$ cat src/rtl/clock_display_scan_if.sv
// Bus between the timekeeper/edit logic (master) and the six-digit display scanner (slave).
// Carries binary time fields and the edit selector in, and segment/digit drive plus the refresh pulse out.
interface clock_display_scan_if;
   logic [7:0] seconds;
   logic [7:0] minutes;
   logic [7:0] hours;
   logic [1:0] EDIT_SEL;
   logic [6:0] SEG;
   logic       DP;
   logic [5:0] DIGIT_EN;
   logic       UPDATE;

   modport master (output seconds, minutes, hours, EDIT_SEL,
                   input  SEG, DP, DIGIT_EN, UPDATE);
   modport slave  (input  seconds, minutes, hours, EDIT_SEL,
                   output SEG, DP, DIGIT_EN, UPDATE);
endinterface

$ cat src/rtl/clock_display_scan.sv
// Six-digit multiplexed HH.MM.SS display driver: snapshots the time once per scan, converts it to BCD
// with a double-dabble FSM, and scans active-low segments/digits with edit-field blinking.
module clock_display_scan #(
   parameter int CLOCK_FREQ = 50000000,
   parameter int SCAN_HZ    = 1000
) (
   input  logic                 CLK,
   input  logic                 RST,
   clock_display_scan_if.slave  bus
);
   localparam int DWELL   = CLOCK_FREQ / SCAN_HZ;
   localparam int BLINK   = CLOCK_FREQ / 4;
   localparam int DWELL_W = $clog2(DWELL);
   localparam int BLINK_W = $clog2(BLINK);
   localparam logic [DWELL_W-1:0] DWELL_LAST = DWELL_W'(DWELL - 1);
   localparam logic [BLINK_W-1:0] BLINK_LAST = BLINK_W'(BLINK - 1);
   localparam logic [3:0] DIG_DASH  = 4'd10;
   localparam logic [3:0] DIG_BLANK = 4'd11;

   typedef enum logic [1:0] {IDLE = 2'd0, SHIFT = 2'd1, DONE = 2'd2} state_t;

   state_t             state_q, state_d;
   logic [2:0]         shift_cnt_q, shift_cnt_d;
   logic [19:0]        sec_q, sec_d, min_q, min_d, hr_q, hr_d;
   logic [23:0]        buf_q, buf_d;
   logic [2:0]         scan_idx_q, scan_idx_d;
   logic [DWELL_W-1:0] dwell_q, dwell_d;
   logic [BLINK_W-1:0] blink_cnt_q, blink_cnt_d;
   logic               blink_q, blink_d;
   logic               first_q, first_d;
   logic [6:0]         seg_q, seg_d;
   logic               dp_q, dp_d;
   logic [5:0]         digit_en_q, digit_en_d;
   logic               update_q, update_d;
   logic               snap_s;
   logic [3:0]         digit_s;
   logic [1:0]         field_s;

   function automatic logic [6:0] seg_code(input logic [3:0] d);
      logic [6:0] s;
      case (d)
         4'd0:    s = 7'h40;
         4'd1:    s = 7'h79;
         4'd2:    s = 7'h24;
         4'd3:    s = 7'h30;
         4'd4:    s = 7'h19;
         4'd5:    s = 7'h12;
         4'd6:    s = 7'h02;
         4'd7:    s = 7'h78;
         4'd8:    s = 7'h00;
         4'd9:    s = 7'h10;
         4'd10:   s = 7'h3F;
         default: s = 7'h7F;
      endcase
      return s;
   endfunction

   // One double-dabble iteration: {hundreds, tens, ones, binary} adjusted then shifted left.
   function automatic logic [19:0] dabble_step(input logic [19:0] v);
      logic [19:0] a;
      a = v;
      for (int i = 0; i < 3; i++) begin
         if (a[8 + 4*i +: 4] >= 4'd5) begin
            a[8 + 4*i +: 4] = a[8 + 4*i +: 4] + 4'd3;
         end
      end
      return {a[18:0], 1'b0};
   endfunction

   function automatic logic [7:0] field_digits(input logic [19:0] v);
      if (v[19:16] != 4'd0) begin
         return {DIG_DASH, DIG_DASH};
      end else begin
         return v[15:8];
      end
   endfunction

   // Next-state logic: scan/blink timing, conversion FSM and registered display outputs.
   always_comb begin
      state_d     = state_q;
      shift_cnt_d = shift_cnt_q;
      sec_d       = sec_q;
      min_d       = min_q;
      hr_d        = hr_q;
      buf_d       = buf_q;
      update_d    = 1'b0;
      first_d     = 1'b0;
      scan_idx_d  = scan_idx_q;
      dwell_d     = dwell_q + DWELL_W'(1);
      blink_cnt_d = blink_cnt_q + BLINK_W'(1);
      blink_d     = blink_q;

      if (dwell_q == DWELL_LAST) begin
         dwell_d    = '0;
         scan_idx_d = (scan_idx_q == 3'd5) ? 3'd0 : scan_idx_q + 3'd1;
      end else begin
         scan_idx_d = scan_idx_q;
      end

      if (blink_cnt_q == BLINK_LAST) begin
         blink_cnt_d = '0;
         blink_d     = ~blink_q;
      end else begin
         blink_d     = blink_q;
      end

      snap_s = first_q || ((scan_idx_q == 3'd5) && (dwell_q == DWELL_LAST));

      case (state_q)
         IDLE: begin
            if (snap_s) begin
               sec_d       = {12'd0, bus.seconds};
               min_d       = {12'd0, bus.minutes};
               hr_d        = {12'd0, bus.hours};
               shift_cnt_d = 3'd0;
               state_d     = SHIFT;
            end else begin
               state_d     = IDLE;
            end
         end
         SHIFT: begin
            sec_d       = dabble_step(sec_q);
            min_d       = dabble_step(min_q);
            hr_d        = dabble_step(hr_q);
            shift_cnt_d = shift_cnt_q + 3'd1;
            if (shift_cnt_q == 3'd7) begin
               state_d = DONE;
            end else begin
               state_d = SHIFT;
            end
         end
         DONE: begin
            buf_d    = {field_digits(hr_q), field_digits(min_q), field_digits(sec_q)};
            update_d = 1'b1;
            state_d  = IDLE;
         end
         default: state_d = IDLE;
      endcase

      case (scan_idx_q)
         3'd0:    begin digit_s = buf_q[3:0];   field_s = 2'd1; digit_en_d = 6'b111110; end
         3'd1:    begin digit_s = buf_q[7:4];   field_s = 2'd1; digit_en_d = 6'b111101; end
         3'd2:    begin digit_s = buf_q[11:8];  field_s = 2'd2; digit_en_d = 6'b111011; end
         3'd3:    begin digit_s = buf_q[15:12]; field_s = 2'd2; digit_en_d = 6'b110111; end
         3'd4:    begin digit_s = buf_q[19:16]; field_s = 2'd3; digit_en_d = 6'b101111; end
         3'd5:    begin digit_s = buf_q[23:20]; field_s = 2'd3; digit_en_d = 6'b011111; end
         default: begin digit_s = DIG_BLANK;    field_s = 2'd0; digit_en_d = 6'b111111; end
      endcase

      // EDIT_SEL of 0 never matches a field, so nothing blanks when no field is being edited.
      if (blink_q && (bus.EDIT_SEL == field_s) && (field_s != 2'd0)) begin
         seg_d = 7'h7F;
         dp_d  = 1'b1;
      end else begin
         seg_d = seg_code(digit_s);
         dp_d  = !((scan_idx_q == 3'd2) || (scan_idx_q == 3'd4));
      end
   end

   // State registers with synchronous active-low reset; reset aborts any conversion in flight.
   always_ff @(posedge CLK) begin
      if (!RST) begin
         state_q     <= IDLE;
         shift_cnt_q <= 3'd0;
         sec_q       <= 20'd0;
         min_q       <= 20'd0;
         hr_q        <= 20'd0;
         buf_q       <= 24'd0;
         scan_idx_q  <= 3'd0;
         dwell_q     <= '0;
         blink_cnt_q <= '0;
         blink_q     <= 1'b0;
         first_q     <= 1'b1;
         seg_q       <= 7'h40;
         dp_q        <= 1'b1;
         digit_en_q  <= 6'b111110;
         update_q    <= 1'b0;
      end else begin
         state_q     <= state_d;
         shift_cnt_q <= shift_cnt_d;
         sec_q       <= sec_d;
         min_q       <= min_d;
         hr_q        <= hr_d;
         buf_q       <= buf_d;
         scan_idx_q  <= scan_idx_d;
         dwell_q     <= dwell_d;
         blink_cnt_q <= blink_cnt_d;
         blink_q     <= blink_d;
         first_q     <= first_d;
         seg_q       <= seg_d;
         dp_q        <= dp_d;
         digit_en_q  <= digit_en_d;
         update_q    <= update_d;
      end
   end

   assign bus.SEG      = seg_q;
   assign bus.DP       = dp_q;
   assign bus.DIGIT_EN = digit_en_q;
   assign bus.UPDATE   = update_q;
endmodule
$ cat src/flat_wrapper.sv
// flat-port wrapper written by rule: the top's interface ports become plain ports
module clock_display_scan_flat 
#(
   parameter int CLOCK_FREQ = 50000000,
   parameter int SCAN_HZ    = 1000
)
  (CLK, RST, bus_seconds, bus_minutes, bus_hours, bus_EDIT_SEL, bus_SEG, bus_DP, bus_DIGIT_EN, bus_UPDATE);
  clock_display_scan_if bus_i ();
  input  logic CLK;
  input  logic RST;
  input wire logic [$bits(bus_i.seconds)-1:0] bus_seconds;
  input wire logic [$bits(bus_i.minutes)-1:0] bus_minutes;
  input wire logic [$bits(bus_i.hours)-1:0] bus_hours;
  input wire logic [$bits(bus_i.EDIT_SEL)-1:0] bus_EDIT_SEL;
  output wire logic [$bits(bus_i.SEG)-1:0] bus_SEG;
  output wire logic [$bits(bus_i.DP)-1:0] bus_DP;
  output wire logic [$bits(bus_i.DIGIT_EN)-1:0] bus_DIGIT_EN;
  output wire logic [$bits(bus_i.UPDATE)-1:0] bus_UPDATE;
  assign bus_i.seconds = bus_seconds;
  assign bus_i.minutes = bus_minutes;
  assign bus_i.hours = bus_hours;
  assign bus_i.EDIT_SEL = bus_EDIT_SEL;
  assign bus_SEG = bus_i.SEG;
  assign bus_DP = bus_i.DP;
  assign bus_DIGIT_EN = bus_i.DIGIT_EN;
  assign bus_UPDATE = bus_i.UPDATE;
  clock_display_scan #(.CLOCK_FREQ(CLOCK_FREQ), .SCAN_HZ(SCAN_HZ)) u_core (.CLK(CLK), .RST(RST), .bus(bus_i));
endmodule
$ cat config.mk
export PLATFORM = sky130hd
export DESIGN_NAME = clock_display_scan_flat
export DESIGN_NICKNAME = d
export VERILOG_FILES = /design/src/rtl/clock_display_scan_if.sv /design/src/rtl/clock_display_scan.sv /design/src/flat_wrapper.sv
export SDC_FILE = /design/constraint.sdc
export NUM_CORES = 1
export LEC_CHECK = 0
export ABC_AREA = 1
export CORE_MARGIN = 2
export CORE_UTILIZATION = 51
export DETAILED_ROUTE_END_ITERATION = 7
export GPL_ROUTABILITY_DRIVEN = 0
export GPL_TIMING_DRIVEN = 0
export PLACE_DENSITY = 0.68
export SYNTH_ARGS = -nofsm -noshare
export SYNTH_HDL_FRONTEND = slang
export SYNTH_SLANG_ARGS = --single-unit
$ cat constraint.sdc
create_clock -name CLK -period 2.55 [get_ports CLK]
set_input_delay 0.6375 -clock CLK [delete_from_list [all_inputs] [get_ports CLK]]
set_output_delay 0.6375 -clock CLK [all_outputs]
set_load 0.01 [all_outputs]
==> run summary <==
Synth-to-Final Area Change = 16.0%
Switching power = 1.13 mW
Clock share of power = 46.2%
Routed WL per cell = 13.6 um
# diodes = 0
Share of cells above drive strength 1 = 8.69%
Slowest CP cell = dfxtp_2
Synth Area in Adders = 5.33%
Main area contributors after synthesis = dfxtp_1 40%, nand2_1 12%, inv_1 6.1%
Setup Viol. Count Final = 0
Fin Setup TNS = 0 ps
Vias/cell = 5.24
Reg power frac = 47.4%
Fin crit share = 92.3%
DP HPWL = 12.7 mm
Post-synthesis compound-gate area fraction = 14.4%
Initial antenna violation count = 1
Proportion of synthesized area in mux cells = 0.400%
Top cell by count, worst path = inv_1
Total grt overflow = 0
Final core occ = 60.2%
Post-CTS Setup Inserts = 0
Drt drc = 0
Startpoint types = flop
Worst Tran Pin Value = 761 ps
Clock root cell = clkbuf_16
CP arrival = 2630 ps
Pwr Density = 580 mW/mm^2
Nets = 1,166
Count of input and output buffers = 41
Final WL = 17.6 mm
Syn_nets = 1,106
Total track usage = 23.3%
Die width = 125 um
Htree depth = 4
Initial DRC Count = 423
Starting Density = 51.8%
Asr flop ratio synth = 0%
Worst path max stage delay = 370 ps
Largest net degree at the start of global routing = 17
Unique masters post-synth = 46
Synth warn = 0
Cell Area, Synth = 0.00751 sq mm
I/O pin cnt = 43
Final Max Slew Viols = 0
Avg Cell Area, Syn = 7.18 sq um
Status = completed
Slew headroom = 49.3%
Post-Route Skew = 7.31 ps
Number of synthesized flops with an enable pin = 0
Core area = 0.0145 sq mm
Worst Hold Class = reg2reg
Pint = 3.93 mW
Full die area = 0.0157 sq mm
Gate power share = 6.4%
Max-Cap Viols = 0
Initial DRT Pass Iterations = 5
Top cells by count, synth = 237 x nand2_1, 149 x dfxtp_1, 121 x inv_1
Ys flop type = dfxtp_1
VDD IR max = 567 uV
Tmin final = 2350 ps
Clock Sinks = 149
Most common cell in the synthesized netlist = nand2_1
Worst-skew pair later-pin latency = 420 ps
Synth top area share = 39.7%
Cell taking the most area after synthesis = dfxtp_1
RSZ-0062 raised after global routing = false
Worst Path Max Fanout = 10
Register area share after synthesis = 39.7%
Largest family of logic cells by synthesized area = simple AND/OR/NAND/NOR gates
Switching part of the total = 22.3%
# hold bufs at CTS = 0
Longest Clk Path Bufs = 2
Cell leakage power = 3.37 nW
Vias in the first global route = 6,272
Site row count = 44
Worst path required time = 2820 ps
CP Cell Sequence = buf_4, nand2_1, inv_1, ha_1, inv_1, o211ai_4, nand3_2, nor2_4, inv_1, ha_1, nand3b_1, nand3_1, a21oi_1
Placed cell count = 1,271
Routed via count = 6,812
TritonCTS Buffers = 17
Synth Area in XOR/XNOR = 2.22%
First-pass GRT wire length = 29.9 mm
Final ANT Viol Nets = 0
Fmax = 425 MHz
Synth Area in Simple Gates = 28.7%
Worst Setup End Kind = flop
Die H = 125 um
Setup CP Type = reg2reg
Hold Violations, Final = 0
Gate Count Post-Synth = 1,046
Clock Pin Slew Worst Setup and Hold Paths = 60 ps
Non-Filler Instances = 1,300
TritonCTS clock tree = yes
Flops & latches, synth = 149
==> final cells by class <==
type                    count  area (sq um)
plain buffers              39           214
clock buffers              25           495
clock inverters             4          47.5
fillers                  1375          5770
inverters                 128           483
multi-input cells         730          3840
flip-flops and latches    149          2980
well taps                 184           230
repair buffers             41           410
==> flip-flops by register name, indices dropped and copies added, names as in the netlist <==
register	count
u_core.blink_q	1
u_core.blink_cnt_q	24
u_core.state_q	2
u_core.bus.DP	1
u_core.bus.DIGIT_EN	6
u_core.dwell_q	16
u_core.bus.UPDATE	1
u_core.scan_idx_q	3
u_core.first_q	1
u_core.bus.SEG	7
u_core.shift_cnt_q	3
u_core.sec_q	20
u_core.min_q	20
u_core.buf_q	24
u_core.hr_q	20
==> per-layer routing <==
metal / routed length [um] / part of all wire, % / GRT usage (%) / vias to the layer above
li1: - / - / - / 3534
met1: 8640 / 49 / 32.8 / 3114
met2: 7940 / 45 / 36.3 / 148
met3: 844 / 4.8 / 5.61 / 16
met4: 197 / 1.1 / 5.62 / 0
met5: 0 / 0 / 0 / -
==> power groups by stage <==
stage	logic (mW)	clock network (mW)	registers, mW
6_report	0.321	2.34	2.40
5_1_grt	0.360	2.49	2.40
4_1_cts	0.323	2.38	2.40
3_5_place_dp	0.322	0	2.45
3_3_place_gp	0.318	0	2.45
2_1_floorplan	0.209	0	2.44
==> metrics by stage <==
stage	hold WS (ps)	setup slack, ps	instance area, sq um	power, mW
2_1_floorplan	418	419	7510	2.65
3_3_place_gp	431	68.3	8150	2.76
3_5_place_dp	441	28.7	8150	2.77
4_1_cts	450	23.5	8690	5.10
5_1_grt	461	39.1	8710	5.25
6_report	445	196	8710	5.05
==> path summary, 6_finish.rpt <==
check | from | cells past startpoint | slack, ps | end
max | u_core.scan_idx_q[0] | 13 | 200 | u_core.bus.SEG[3]
min | u_core.sec_q[2] | 2 | 450 | u_core.sec_q[2]
max reg2reg | u_core.scan_idx_q[0] | 13 | 200 | u_core.bus.SEG[3]
min reg2reg | u_core.sec_q[2] | 2 | 450 | u_core.sec_q[2]
==> timing repair <==
action,4_1_cts,5_1_grt
gates resized for setup,0,5
hold endpoints to repair,0,0
endpoints found under the setup margin,0,6
==> cell families after synthesis <==
| kind of cell | count (synthesis) |
|---|---|
| and+or+nand+nor | 482 |
| AOI/OAI and AO/OA | 194 |
| buffers and inverters | 167 |
| DFF | 149 |
| adders and majority gates | 32 |
| xor gates and xnor gates | 19 |
| muxes | 3 |
==> layout by cell type, fill, tap and decap left out, drive strengths merged <==
cell type / netlist / final
a31oi: 12 / 12
ha: 32 / 32
nor2: 93 / 93
xnor2: 3 / 3
inv: 127 / 127
and2: 3 / 3
a31o: 1 / 1
nand2: 244 / 244
buf: 24 / 24
o22ai: 1 / 1
bufinv: 0 / 1
nand3: 83 / 83
clkinvlp: 0 / 1
a211oi: 1 / 1
nor3b: 3 / 3
or3: 1 / 1
or3b: 1 / 1
dfxtp: 149 / 149
clkdlybuf4s50: 0 / 41
clkinv: 1 / 3
or2: 6 / 6
o21ai: 72 / 72
o211ai: 10 / 10
o21bai: 1 / 1
nand4: 25 / 25
nand3b: 4 / 4
o31ai: 1 / 1
clkbuf: 15 / 40
nor3: 17 / 17
xor2: 16 / 16
nor4: 2 / 2
mux2i: 3 / 3
a21oi: 95 / 95
==> worst max-delay path, delay by kind of cell (launching register included) <==
| family | cells | cell delay (ps) |
|---|---|---|
| flops | 1 | 370 |
| buf+inv | 4 | 450 |
| compound gates | 2 | 200 |
| fa+ha+maj | 2 | 500 |
| simple gates | 5 | 660 |
(Power assumes the default switching activity.)
